<file path="config.mk">
export PLATFORM = sky130hd
export DESIGN_NAME = mem_arbiter
export DESIGN_NICKNAME = d
export VERILOG_FILES = /design/src/rtl/mem_arbiter_pkg.sv /design/src/rtl/mem_arbiter_rr_arbiter2.sv /design/src/rtl/mem_arbiter.sv
export SDC_FILE = /design/constraint.sdc
export NUM_CORES = 1
export LEC_CHECK = 0
export BUFFER_PORTS_ARGS = -buffer_cell sky130_fd_sc_hd__buf_2
export CAP_MARGIN = 20
export CORE_AREA = 2 2 66 50
export DETAILED_ROUTE_END_ITERATION = 10
export DIE_AREA = 0 0 68 52
export PLACE_DENSITY = 0.85
export SYNTH_ARGS = -nofsm -noshare
export SYNTH_HDL_FRONTEND = slang
export SYNTH_SLANG_ARGS = --single-unit
</file>
<file path="constraint.sdc">
create_clock -name Clk -period 1.5 [get_ports Clk]
set_input_delay 0 -clock Clk [delete_from_list [all_inputs] [get_ports Clk]]
set_output_delay 0 -clock Clk [all_outputs]
set_load 0.01 [all_outputs]
</file>
<file path="src/rtl/mem_arbiter_pkg.sv">
// Shared definitions for the two-port memory arbiter: FSM encodings and port indices.
package mem_arbiter_pkg;

  typedef enum logic [1:0] {
    StIdle  = 2'b00,
    StIssue = 2'b01,
    StResp  = 2'b10
  } arb_state_e;

  localparam int unsigned PortA = 0;
  localparam int unsigned PortB = 1;

endpackage

</file>
<file path="src/rtl/mem_arbiter_rr_arbiter2.sv">
// Combinational two-way round-robin picker; ptr = 1 favours port B, lock forces B on contention.
module rr_arbiter2
  import mem_arbiter_pkg::*;
(
  input  logic       req_a,
  input  logic       req_b,
  input  logic       ptr,
  input  logic       lock,
  output logic [1:0] gnt
);

  always_comb begin
    gnt = 2'b00;
    if (req_a && req_b) begin
      if (lock || ptr) begin
        gnt[PortB] = 1'b1;
      end else begin
        gnt[PortA] = 1'b1;
      end
    end else if (req_a) begin
      gnt[PortA] = 1'b1;
    end else if (req_b) begin
      gnt[PortB] = 1'b1;
    end
  end

endmodule

</file>
<file path="src/rtl/mem_arbiter.sv">
// Serialises two requesters onto one synchronous single-port memory (IDLE -> ISSUE -> RESP).
// Define MEM_ARB_LOCK_EN to add the B_Lock input that lets port B hold off port A.
module mem_arbiter
  import mem_arbiter_pkg::*;
#(
  parameter int unsigned DataWidth = 8,
  parameter int unsigned AddrWidth = 8
) (
  input  logic                 Clk,
  input  logic                 Reset,
  input  logic                 A_Req,
  input  logic                 A_Wr,
  input  logic [AddrWidth-1:0] A_Addr,
  input  logic [DataWidth-1:0] A_DIn,
  output logic                 A_Ack,
  output logic                 A_Gnt,
  input  logic                 B_Req,
  input  logic                 B_Wr,
  input  logic [AddrWidth-1:0] B_Addr,
  input  logic [DataWidth-1:0] B_DIn,
  output logic                 B_Ack,
  output logic                 B_Gnt,
`ifdef MEM_ARB_LOCK_EN
  input  logic                 B_Lock,
`endif
  output logic [DataWidth-1:0] DOut,
  output logic [AddrWidth-1:0] MEM_Addr,
  output logic [DataWidth-1:0] MEM_DIn,
  output logic                 MEM_WE,
  input  logic [DataWidth-1:0] MEM_DOut
);

  arb_state_e           state_q;
  logic                 ptr_q;
  logic                 win_q;
  logic                 wr_q;
  logic [AddrWidth-1:0] addr_q;
  logic [DataWidth-1:0] din_q;
  logic                 a_gnt_q, b_gnt_q;
  logic                 a_ack_q, b_ack_q;
  logic                 lock;
  logic [1:0]           pick;

`ifdef MEM_ARB_LOCK_EN
  logic lock_q;
  assign lock = lock_q;
`else
  assign lock = 1'b0;
`endif

  rr_arbiter2 u_rr_arbiter2 (
    .req_a (A_Req),
    .req_b (B_Req),
    .ptr   (ptr_q),
    .lock  (lock),
    .gnt   (pick)
  );

  always_ff @(posedge Clk) begin
    if (Reset) begin
      state_q <= StIdle;
      ptr_q   <= 1'b0;
      win_q   <= 1'b0;
      wr_q    <= 1'b0;
      addr_q  <= '0;
      din_q   <= '0;
      a_gnt_q <= 1'b0;
      b_gnt_q <= 1'b0;
      a_ack_q <= 1'b0;
      b_ack_q <= 1'b0;
`ifdef MEM_ARB_LOCK_EN
      lock_q  <= 1'b0;
`endif
    end else begin
      a_ack_q <= 1'b0;
      b_ack_q <= 1'b0;
      unique case (state_q)
        StIdle: begin
          if (pick != 2'b00) begin
            win_q   <= pick[PortB];
            wr_q    <= pick[PortB] ? B_Wr : A_Wr;
            addr_q  <= pick[PortB] ? B_Addr : A_Addr;
            din_q   <= pick[PortB] ? B_DIn : A_DIn;
            a_gnt_q <= pick[PortA];
            b_gnt_q <= pick[PortB];
            state_q <= StIssue;
          end
        end
        StIssue: begin
          // Write strobe lives only in ISSUE; the memory commits on this edge.
          wr_q    <= 1'b0;
          a_ack_q <= ~win_q;
          b_ack_q <= win_q;
          state_q <= StResp;
        end
        StResp: begin
          a_gnt_q <= 1'b0;
          b_gnt_q <= 1'b0;
`ifdef MEM_ARB_LOCK_EN
          if (win_q && B_Lock) begin
            lock_q <= 1'b1;
          end else begin
            if (win_q) lock_q <= 1'b0;
            ptr_q <= ~win_q;
          end
`else
          ptr_q <= ~win_q;
`endif
          state_q <= StIdle;
        end
        default: state_q <= StIdle;
      endcase
    end
  end

  assign A_Ack    = a_ack_q;
  assign B_Ack    = b_ack_q;
  assign A_Gnt    = a_gnt_q;
  assign B_Gnt    = b_gnt_q;
  assign MEM_Addr = addr_q;
  assign MEM_DIn  = din_q;
  assign MEM_WE   = wr_q & ~Reset;
  // The memory output register already aligns read data with the RESP cycle.
  assign DOut     = (a_ack_q | b_ack_q) ? MEM_DOut : '0;

endmodule

</file>
* Word level (Yosys, flattened, before mapping)
Index checks and enable logic that the tools add are counted.
** Word-level totals
- Bits in latches :: 0
- Input bits :: 46
- Bits in writable memories :: 0
- Bits in read-only memories :: 0
- Memories kept :: 0
- Bits in registers :: 25
** Cells by class
- Reduce and logical (&&, ||, !) cells :: 9
- $lt $le $gt $ge :: 0
- $add $sub $neg :: 0
- Mux-type cells :: 18
- Bitwise operators :: 5
- Equality and inequality tests :: 3
- $mul :: 0
- Divide/modulo/power cells :: 0
- Shifts and indexed selects :: 0
** Operators with widths (number)
- 2-to-1 mux 8 bit :: 3
- 2-to-1 mux 1 bit :: 9
- one-hot mux 1 bit (2 select lines) :: 3
- AND reduction 2 bit :: 3
- nonzero test 2 bit :: 3
- 2-to-1 mux 2 bit :: 2
- one-hot mux 2 bit (2 select lines) :: 1
- NOT 1 bit :: 3
- == test 2 x 1 -> 1 bit (second input constant) :: 1
- == test 2 bit (second input constant) :: 1
- zero test 2 bit :: 1
- != test 2 bit (second input constant) :: 1
- OR reduction 2 bit :: 1
- AND 1 bit :: 1
- logical AND 1 bit :: 1
- bitwise OR 1 bit :: 1

* Logic depth before layout (Yosys ltp)
Gate-level depths: netlist (run 1).
- Depth after elaboration :: 6
- Depth in mapped cells :: 6

* Hierarchy
From an unflattened synthesis (run 1), not the netlist that was laid out.
** Unflattened totals
- Cells, all modules :: 130
- Area total of the unflattened synthesis :: 1271.2 um^2
** By module, submodules not included
- mem_arbiter :: times used 1, cells each 126, area each 1248.7 um^2
- rr_arbiter2 :: times used 1, cells each 4, area each 22.5 um^2

* Worst setup path before layout (run 1)
OpenSTA, ideal clock, no wires.
- Path kind :: register to register
- Start point :: register state_q[1]
- End point :: register din_q[2], in the netlist MEM_DIn[2]
- Arrival time :: 1.063 ns
- Stages on the path, launching flop included :: 6
- Setup time :: 0.088 ns
- Path slack :: 0.349 ns
- Required time :: 1.412 ns
- Buffers on the path :: 1
- Cells stage by stage :: dfxtp_1 nor2_1 o21a_2 buf_4 nor2_1 a311oi_2
** Between the ends
- Longest elaborated chain between the ends :: 2
** RTL lines
- from (decl) :: RTL line mem_arbiter.sv:33 : arb_state_e state_q;
- from (signal assigned) :: RTL line mem_arbiter.sv:61 : state_q <= StIdle;
- from (signal assigned) :: RTL line mem_arbiter.sv:86 : state_q <= StIssue;
- from (signal assigned) :: RTL line mem_arbiter.sv:94 : state_q <= StResp;
- zero test 2 bit :: RTL line mem_arbiter.sv:77 : unique case (state_q)
- AND reduction 2 bit (no line)
- to (signal assigned) :: RTL line mem_arbiter.sv:83 : din_q <= pick[PortB] ? B_DIn : A_DIn;
- to (decl) :: RTL line mem_arbiter.sv:38 : logic [DataWidth-1:0] din_q;
Every way passes these cells.
A chain may end at the register's enable or synchronous reset.

* Final worst setup path (run 1)
- Start point :: register state_q[1]
- End point :: register addr_q[7], in the netlist MEM_Addr[7]
** Between the ends
- Longest elaborated chain between the ends :: 2
** RTL lines
- zero test 2 bit :: RTL line mem_arbiter.sv:77
- AND reduction 2 bit (no line)
- to (signal assigned) :: RTL line mem_arbiter.sv:82 : addr_q <= pick[PortB] ? B_Addr : A_Addr;
- to (decl) :: RTL line mem_arbiter.sv:37 : logic [AddrWidth-1:0] addr_q;
Every way passes these cells.

==> flow_summary.json, run 1 <==
{
  "worstPathArrival_ns": 1.47,
  "cts_buffer_depth": 2,
  "use_met1_pct": 20.1,
  "synthAdderAreaFrac_pct": 0,
  "syn_area_per_cell_um2": 8.16,
  "drive_gt1_share_pct": 37.2,
  "clk_pin_slew_ns": 0.09,
  "ant_nets": 0,
  "p_int_mw": 1.13,
  "busiest_layer": "met2",
  "syn-instance-count": 136,
  "final_common_cell": "buf_2",
  "yosys.area_share.simple_pct": 28.1,
  "crit_type": "reg -> reg",
  "start_util_pct": 37.8,
  "pin_count": 75,
  "syn_nets": 182,
  "hp-class": "in -> reg",
  "first_iter_violations": 37,
  "end_kind": "flip-flop",
  "routed_via_density": 4.54,
  "tns_ns": 0,
  "ys_ff_latch": 25,
  "maxCapViolations": 0,
  "place_hpwl_um": 2160,
  "grt_pass1_vias": 1159,
  "power_leakage_nw": 0.874,
  "placed_cell_area_mm2": 0.00150,
  "numCtsBuffers": 3,
  "p_comb_share_pct": 26.4,
  "gr-usage-met2_pct": 34.3,
  "final.min_clock_period_ns": 1.30,
  "portBuffers": 74,
  "wl_per_cell_um": 11.2,
  "synth_compound_area_share_pct": 20.0,
  "powerDensity_mw_per_mm2": 878,
  "worst_pin_slew_ns": 0.477,
  "fillers": 274,
  "cts_tree": "yes",
  "ys.flop_type": "dfxtp_1",
  "rsz0062_at_grt": "no",
  "multi_input_area_um2": 543,
  "drcViolationCount": 0,
  "cts_resized": 0,
  "setup_violations": 0,
  "synth.distinct_cells": 24,
  "synth_edf_count": 0,
  "pwr-share-clk_pct": 25.0,
  "clock_latency_ns": 0.26,
  "relSlewSlack_pct": 68.1,
  "cts_root_buf": "clkbuf_8",
  "die_w_um": 68,
  "skew_ns": 0.00587,
  "critical_path.startpoint_type": "flip-flop",
  "grt_antenna_before_repair": 0,
  "total_power_mw": 1.57,
  "n_antenna_cell": 0,
  "final_cell_mix": "74 x buf_2, 35 x nand2_1, 25 x dfxtp_1, 24 x dlygate4sd3_1, 22 x nor2_1",
  "die_h_um": 52,
  "num_vias": 1235,
  "yosysTopAreaCell": "dfxtp_1",
  "grt_pass1_wl_um": 4900,
  "finalHoldViolations": 0,
  "core_mm2": 0.00294,
  "place_congestion": 0.704,
  "drv_slew": 0,
  "cp_max_fo": 18,
  "grt_start_max_net_pins": 25,
  "synthMuxAreaShare_pct": 0.902,
  "synth_area_leaders": "dfxtp_1 45%, a311oi_1 12%, nand2_1 12%",
  "max_freq_ghz": 0.771,
  "dieArea_mm2": 0.00354,
  "seqCellArea_um2": 500,
  "first_pass_iters": 4,
  "status": "finished, final reports clean",
  "cts-htree-levels": 1,
  "synth_area_mm2": 0.00111,
  "area_growth_pct": 61.4,
  "critPathRequiredTime_ns": 1.67,
  "seqPwrFrac_pct": 48.6,
  "vdd_drop_max_v": 0.000500,
  "overflow": 0,
  "synth_top_family_by_area": "simple AND/OR/NAND/NOR gates",
  "cts.sinks": 25,
  "seq_area_frac_synth_pct": 45.1,
  "power.switching_mw": 0.446,
  "final_area_mm2": 0.00179,
  "swShare_pct": 28.3,
  "use_met3_pct": 4.11,
  "synth-xor-area-share_pct": 0,
  "wl_um": 3040,
  "grt_usage_pct": 18.1,
  "ys_warn_count": 0,
  "fin_crit_sh_pct": 86.5,
  "synth_top_area_share_pct": 45.1,
  "synthArstFlopShare_pct": 0,
  "num_rows": 17,
  "layout.nets": 281
}
==> cells in the mapped netlist, drive strengths merged (2+ instances only) <==
cell type,n
dfxtp,25
nor2b,10
nand2,35
clkbuf,3
buf,6
o21a,2
nor2,22
a21oi,4
a311oi,16
o21ai,4
nand3,2
==> worst paths after layout <==
path                               endpoint        from  slack, ns  cells after the start
worst min register to register        A_Ack       win_q       0.47                      1
worst min-delay path            MEM_Addr[6]   A_Addr[6]      0.007                      3
worst max-delay path            MEM_Addr[7]  state_q[1]       0.20                      5
worst max register to register  MEM_Addr[7]  state_q[1]       0.20                      5
==> power groups by stage <==
stage          Clock [mW]  Combinational [mW]  Sequential (mW)
2_1_floorplan           0               0.193            0.805
3_3_place_gp            0               0.364            0.776
3_5_place_dp            0               0.367            0.781
4_1_cts             0.412               0.415            0.766
5_1_grt             0.436               0.466            0.775
6_report            0.394               0.415            0.765
==> stage by stage <==
| step | instances | hold WS (ns) | utilization [%] | worst slack, ns |
|---|---|---|---|---|
| global placement | 244 | 0.268 | 51.2 | 0.261 |
| finish | 272 | 0.00658 | 61.0 | 0.203 |
| floorplan | 136 | 0.0516 | - | 0.349 |
| detailed placement | 244 | 0.272 | 51.2 | 0.211 |
| global route | 272 | 0.000903 | 61.0 | 0.00324 |
| CTS | 272 | 0.000194 | 61.0 | 0.196 |
==> layout make-up <==
class	instances	share of cell area, %
flip-flops and latches	25	27.9
clock inverters	1	0.419
repair buffers	103	36.2
well taps	38	2.65
inverters	1	0.209
clock buffers	3	2.30
multi-input cells	101	30.3
==> state kept, by name (all words and copies together) (netlist names) <==
name      cells
wr_q          1
state_q       2
MEM_Addr      8
A_Gnt         1
A_Ack         1
win_q         1
MEM_DIn       8
B_Gnt         1
ptr_q         1
B_Ack         1
==> kinds of logic after synthesis <==
family	count (synthesis)
mux	1
compound gates	27
flops	25
buf+inv	10
simple gates	73
==> what timing repair did <==
action                                 CTS  global route
endpoints found under the hold margin   13             0
hold buffers                            24             0
setup buffers                            0             0
==> metal layers <==
layer	vias up	wire, um
li1	660	-
met1	537	1370
met2	36	1480
met3	2	165
met4	0	27
met5	-	0
==> critical path: stages (launching register included) <==
cell and delay [ns]:
dfxtp_1 0.35, nor2_1 0.17, o21a_2 0.16, buf_4 0.20, nor2_1 0.06, a311oi_1 0.25
(Power assumes the default switching activity.)
==> inputs of run 2 (changes only) <==
Settings changed: HOLD_SLACK_MARGIN from default to 0.08.
==> run 2 against run 1 <==
  * Global-route usage grew 0.73 points
  * Die area did not move
  * Sequential cell count unchanged
  * Count of clock-buffer cells in the layout unchanged
==> flow_summary.json, run 2 (synthesized netlist as in run 1, its figures left out) <==
{
  "cts-htree-levels": 1,
  "n_antenna_cell": 0,
  "busiest_layer": "met2",
  "use_met1_pct": 20.5,
  "crit_start": "A_Req",
  "total_power_mw": 1.60,
  "grt_antenna_before_repair": 0,
  "power_leakage_nw": 0.915,
  "worst_path_max_delay_cell": "dlygate4sd3_1",
  "max_freq_ghz": 0.752,
  "ant_nets": 0,
  "pin_count": 75,
  "critical_path.startpoint_type": "input pin",
  "vdd_drop_max_v": 0.000502,
  "routed_via_density": 4.57,
  "powerDensity_mw_per_mm2": 844,
  "final_cell_mix": "74 x buf_2, 35 x nand2_1, 34 x dlygate4sd3_1, 25 x dfxtp_1, 22 x nor2_1",
  "numPlacedInstances": 244,
  "clock_latency_ns": 0.27,
  "num_vias": 1289,
  "worst_pin_slew_ns": 0.477,
  "overflow": 0,
  "first_iter_violations": 41,
  "status": "finished, final reports clean",
  "end_kind": "flip-flop",
  "wl_per_cell_um": 11.4,
  "hp-class": "in -> reg",
  "grt_pass1_wl_um": 5060,
  "skew_ns": 0.00656,
  "cts_setup_buffers": 0,
  "grt_usage_pct": 18.9,
  "num_rows": 17,
  "fillers": 263,
  "reg2reg_from": "state_q[1]",
  "grt_start_max_net_pins": 25,
  "die_w_um": 68,
  "cts_root_buf": "clkbuf_8",
  "cts_tree": "yes",
  "start_util_pct": 37.8,
  "drive_gt1_share_pct": 35.7,
  "cts.sinks": 25,
  "die_h_um": 52,
  "grt_pass1_vias": 1200,
  "cts_buffer_depth": 2,
  "wl_um": 3210,
  "first_pass_iters": 4,
  "dieArea_mm2": 0.00354,
  "gr-usage-met2_pct": 36.2,
  "place_hpwl_um": 2160,
  "crit_type": "in -> reg",
  "path_cells": "dlygate4sd3_1 > buf_2 > inv_2 > o21ai_4 > nand2_1 > a311oi_1",
  "finalHoldViolations": 0,
  "layout.nets": 291,
  "area_growth_pct": 70.5,
  "place_congestion": 0.704,
  "hold_start": "A_Wr",
  "portBuffers": 74,
  "rsz0062_at_grt": "no",
  "numCtsBuffers": 3,
  "fin_crit_sh_pct": 88.6,
  "tns_ns": 0,
  "clk_pin_slew_ns": 0.09,
  "core_mm2": 0.00294,
  "cp_max_fo": 17,
  "drcViolationCount": 0,
  "use_met3_pct": 4.33,
  "relSlewSlack_pct": 68.1,
  "maxCapViolations": 0,
  "final.min_clock_period_ns": 1.33,
  "final_common_cell": "buf_2",
  "setup_violations": 0,
  "fin_cells": 282,
  "drv_slew": 0,
  "worstPathArrival_ns": 1.50,
  "max_stage_delay_ns": 0.52,
  "cts_resized": 0,
  "critPathRequiredTime_ns": 1.67,
  "postLayoutCoreUtil_pct": 64.5
}
[run 2: cell types whose count changed in the layout (fill, tap and decap cells not counted), sizes merged]
cell / before / now
dlygate4sd3: 24 / 34
[run 2: final timing paths]
check | depth (start not counted) | end | slack (ns)
worst min-delay path | 3 | wr_q | 0.08
worst max register to register | 5 | MEM_DIn[6] | 0.20
worst max-delay path | 6 | MEM_DIn[6] | 0.17
worst min register to register | 1 | A_Ack | 0.47
[run 2: cell type report]
class / instances / area [um2] / share of cell area [%]
Clock buffer: 3 / 41.3 / 2.18
Timing Repair Buffer: 113 / 748 / 39.6
Clock inverter: 1 / 7.51 / 0.397
Sequential cell: 25 / 500 / 26.5
Multi-Input combinational cell: 101 / 543 / 28.7
Inverter: 1 / 3.75 / 0.198
Tap cell: 38 / 47.5 / 2.51
[run 2: what timing repair did]
action,4_1_cts,5_1_grt
endpoints found under the hold margin,18,0
setup endpoints to repair,0,0
hold buffers,34,0
[run 2: power breakdown]
part,switching (mW),internal (mW),total (mW)
sequential,0.0359,0.729,0.765
clock,0.207,0.188,0.395
combinational,0.209,0.228,0.437
total,0.453,1.14,1.60
[run 2: stage by stage]
stage          worst slack, ns  hold WS [ns]  cell area [um2]
2_1_floorplan            0.349        0.0516             1110
3_3_place_gp             0.261         0.268             1500
3_5_place_dp             0.211         0.272             1500
4_1_cts                  0.173        0.0831             1890
5_1_grt                0.00324        0.0903             1890
6_report                 0.170        0.0848             1890
[run 2: worst max-delay path: cells and delay by family]
family	cells	cell delay (ns)
buf+inv	3	0.73
compound gates	2	0.68
simple gates	1	0.10
[run 2: metal layers]
metal  routed length, um  vias up
li1                    -      680
met4                  27        0
met5                   0        -
met2                1580       44
met1                1390      563
met3                 212        2
==> inputs of run 3 (changes only) <==
Settings changed: CTS_BUF_LIST from default to sky130_fd_sc_hd__clkbuf_16.
==> run 3 against run 2 <==
  * Global-route usage is 0.40 points higher
  * Sequential power barely moved
  * Cell count decreased by 0.35%
  * Setup slack gained 0.0016 ns
  * Sequential share of layout area decreased by 0.33 points
  * Clock power grew 48%
  * Clock skew down 0.0017 ns
  * Largest cell class unchanged
==> flow_summary.json, run 3 (synthesized netlist as in run 1, its figures left out) <==
{
  "status": "finished, final reports clean",
  "maxCapViolations": 0,
  "grt_antenna_before_repair": 0,
  "swShare_pct": 26.3,
  "final.min_clock_period_ns": 1.33,
  "multi_input_area_um2": 543,
  "tns_ns": 0,
  "num_vias": 1275,
  "critical_path.startpoint_type": "input pin",
  "cts-htree-levels": 1,
  "drv_slew": 0,
  "skew_ns": 0.00489,
  "cts.sinks": 25,
  "layout.nets": 290,
  "die_w_um": 68,
  "clk_pin_slew_ns": 0.06,
  "place_hpwl_um": 2160,
  "end_kind": "flip-flop",
  "drive_gt1_share_pct": 35.8,
  "grt_usage_pct": 19.3,
  "total_power_mw": 1.79,
  "max_freq_ghz": 0.753,
  "ant_nets": 0,
  "power.switching_mw": 0.470,
  "core_mm2": 0.00294,
  "cts_buffer_depth": 2,
  "worst_pin_slew_ns": 0.480,
  "first_pass_iters": 4,
  "fin_crit_sh_pct": 88.5,
  "numCtsBuffers": 3,
  "setup_violations": 0,
  "final_common_cell": "buf_2",
  "pwr-share-clk_pct": 32.7,
  "area_growth_pct": 72.6,
  "place_congestion": 0.704,
  "relSlewSlack_pct": 67.9,
  "worst-path-buf-inv": 3,
  "cts_resized": 0,
  "crit_family": "buffers and inverters",
  "portBuffers": 74,
  "routed_via_density": 4.54,
  "n_antenna_cell": 0,
  "overflow": 0,
  "grt_pass1_vias": 1200,
  "vdd_drop_max_v": 0.000576,
  "seqCellArea_um2": 500,
  "dieArea_mm2": 0.00354,
  "grt_pass1_wl_um": 5130,
  "worst_path_max_delay_cell": "dlygate4sd3_1",
  "fillers": 257,
  "num_rows": 17,
  "hp-class": "in -> reg",
  "die_h_um": 52,
  "drcViolationCount": 0,
  "p_int_mw": 1.32,
  "path_cells": "dlygate4sd3_1 > buf_2 > inv_2 > o21ai_4 > nand2_1 > a311oi_1",
  "cts_root_buf": "clkbuf_16",
  "critPathRequiredTime_ns": 1.66,
  "max_stage_delay_ns": 0.52,
  "powerDensity_mw_per_mm2": 933,
  "rsz0062_at_grt": "no",
  "pin_count": 75,
  "worstPathArrival_ns": 1.49,
  "power_leakage_nw": 0.927,
  "p_comb_share_pct": 24.4,
  "seqPwrFrac_pct": 42.9,
  "cts_tree": "yes",
  "grt_start_max_net_pins": 25,
  "crit_type": "in -> reg",
  "cp_max_fo": 17,
  "wl_um": 3240,
  "clock_latency_ns": 0.26,
  "wl_per_cell_um": 11.5,
  "first_iter_violations": 52,
  "final_cell_mix": "74 x buf_2, 35 x nand2_1, 33 x dlygate4sd3_1, 25 x dfxtp_1, 22 x nor2_1",
  "finalHoldViolations": 0,
  "start_util_pct": 37.8
}
[run 3: cell count changes in the layout (fill, tap and decap cells not counted), sizes merged]
| cell | change |
|---|---|
| dlygate4sd3 | -1 |
[run 3: per-stage QoR]
step / utilization [%] / setup WS, ns / cell area, um2 / hold slack (ns) / cells
2_1_floorplan: - / 0.349 / 1110 / 0.0516 / 136
3_3_place_gp: 51.2 / 0.261 / 1500 / 0.268 / 244
3_5_place_dp: 51.2 / 0.211 / 1500 / 0.272 / 244
4_1_cts: 65.3 / 0.137 / 1920 / 0.105 / 281
5_1_grt: 65.3 / 0.00110 / 1920 / 0.101 / 281
6_report: 65.3 / 0.172 / 1920 / 0.0976 / 281
[run 3: cell type report]
cell class,instances,share of cell area [%]
clock inverters,1,0.392
clock buffers,3,3.92
repair buffers,112,38.5
inverters,1,0.196
well taps,38,2.48
flip-flops and latches,25,26.1
multi-input cells,101,28.3
[run 3: worst register-to-register path: cells and delay by family, from the launching register on]
kind	cells	cell delay, ns
flip-flops	1	0.35
buffers and inverters	1	0.21
AND/OR/NAND/NOR	2	0.23
AO/OA/AOI/OAI	2	0.41
[run 3: worst paths after layout]
path,start,to,slack (ns),depth (start not counted)
worst max register to register,state_q[1],MEM_Addr[7],0.21,5
worst max-delay path,A_Req,MEM_DIn[6],0.17,6
worst min-delay path,B_Wr,wr_q,0.1,3
worst min register to register,win_q,A_Ack,0.47,1
[run 3: power groups by stage]
stage | Clock (mW) | Combinational [mW] | Sequential (mW)
after CTS | 0.604 | 0.433 | 0.767
final | 0.585 | 0.436 | 0.767
after global placement | 0 | 0.364 | 0.776
after floorplan | 0 | 0.193 | 0.805
after global routing | 0.629 | 0.489 | 0.776
after detailed placement | 0 | 0.367 | 0.781
[run 3: timing repair]
action                    CTS  global route
buffers inserted            0             0
hold buffers               33             0
hold endpoints to repair   17             0
[run 3: metal layers]
layer	routed length (um)	up-vias	GRT usage, %
li1	-	681	-
met1	1390	556	21.0
met2	1640	36	37.1
met3	181	2	4.33
met4	27	0	5.00
met5	0	-	0
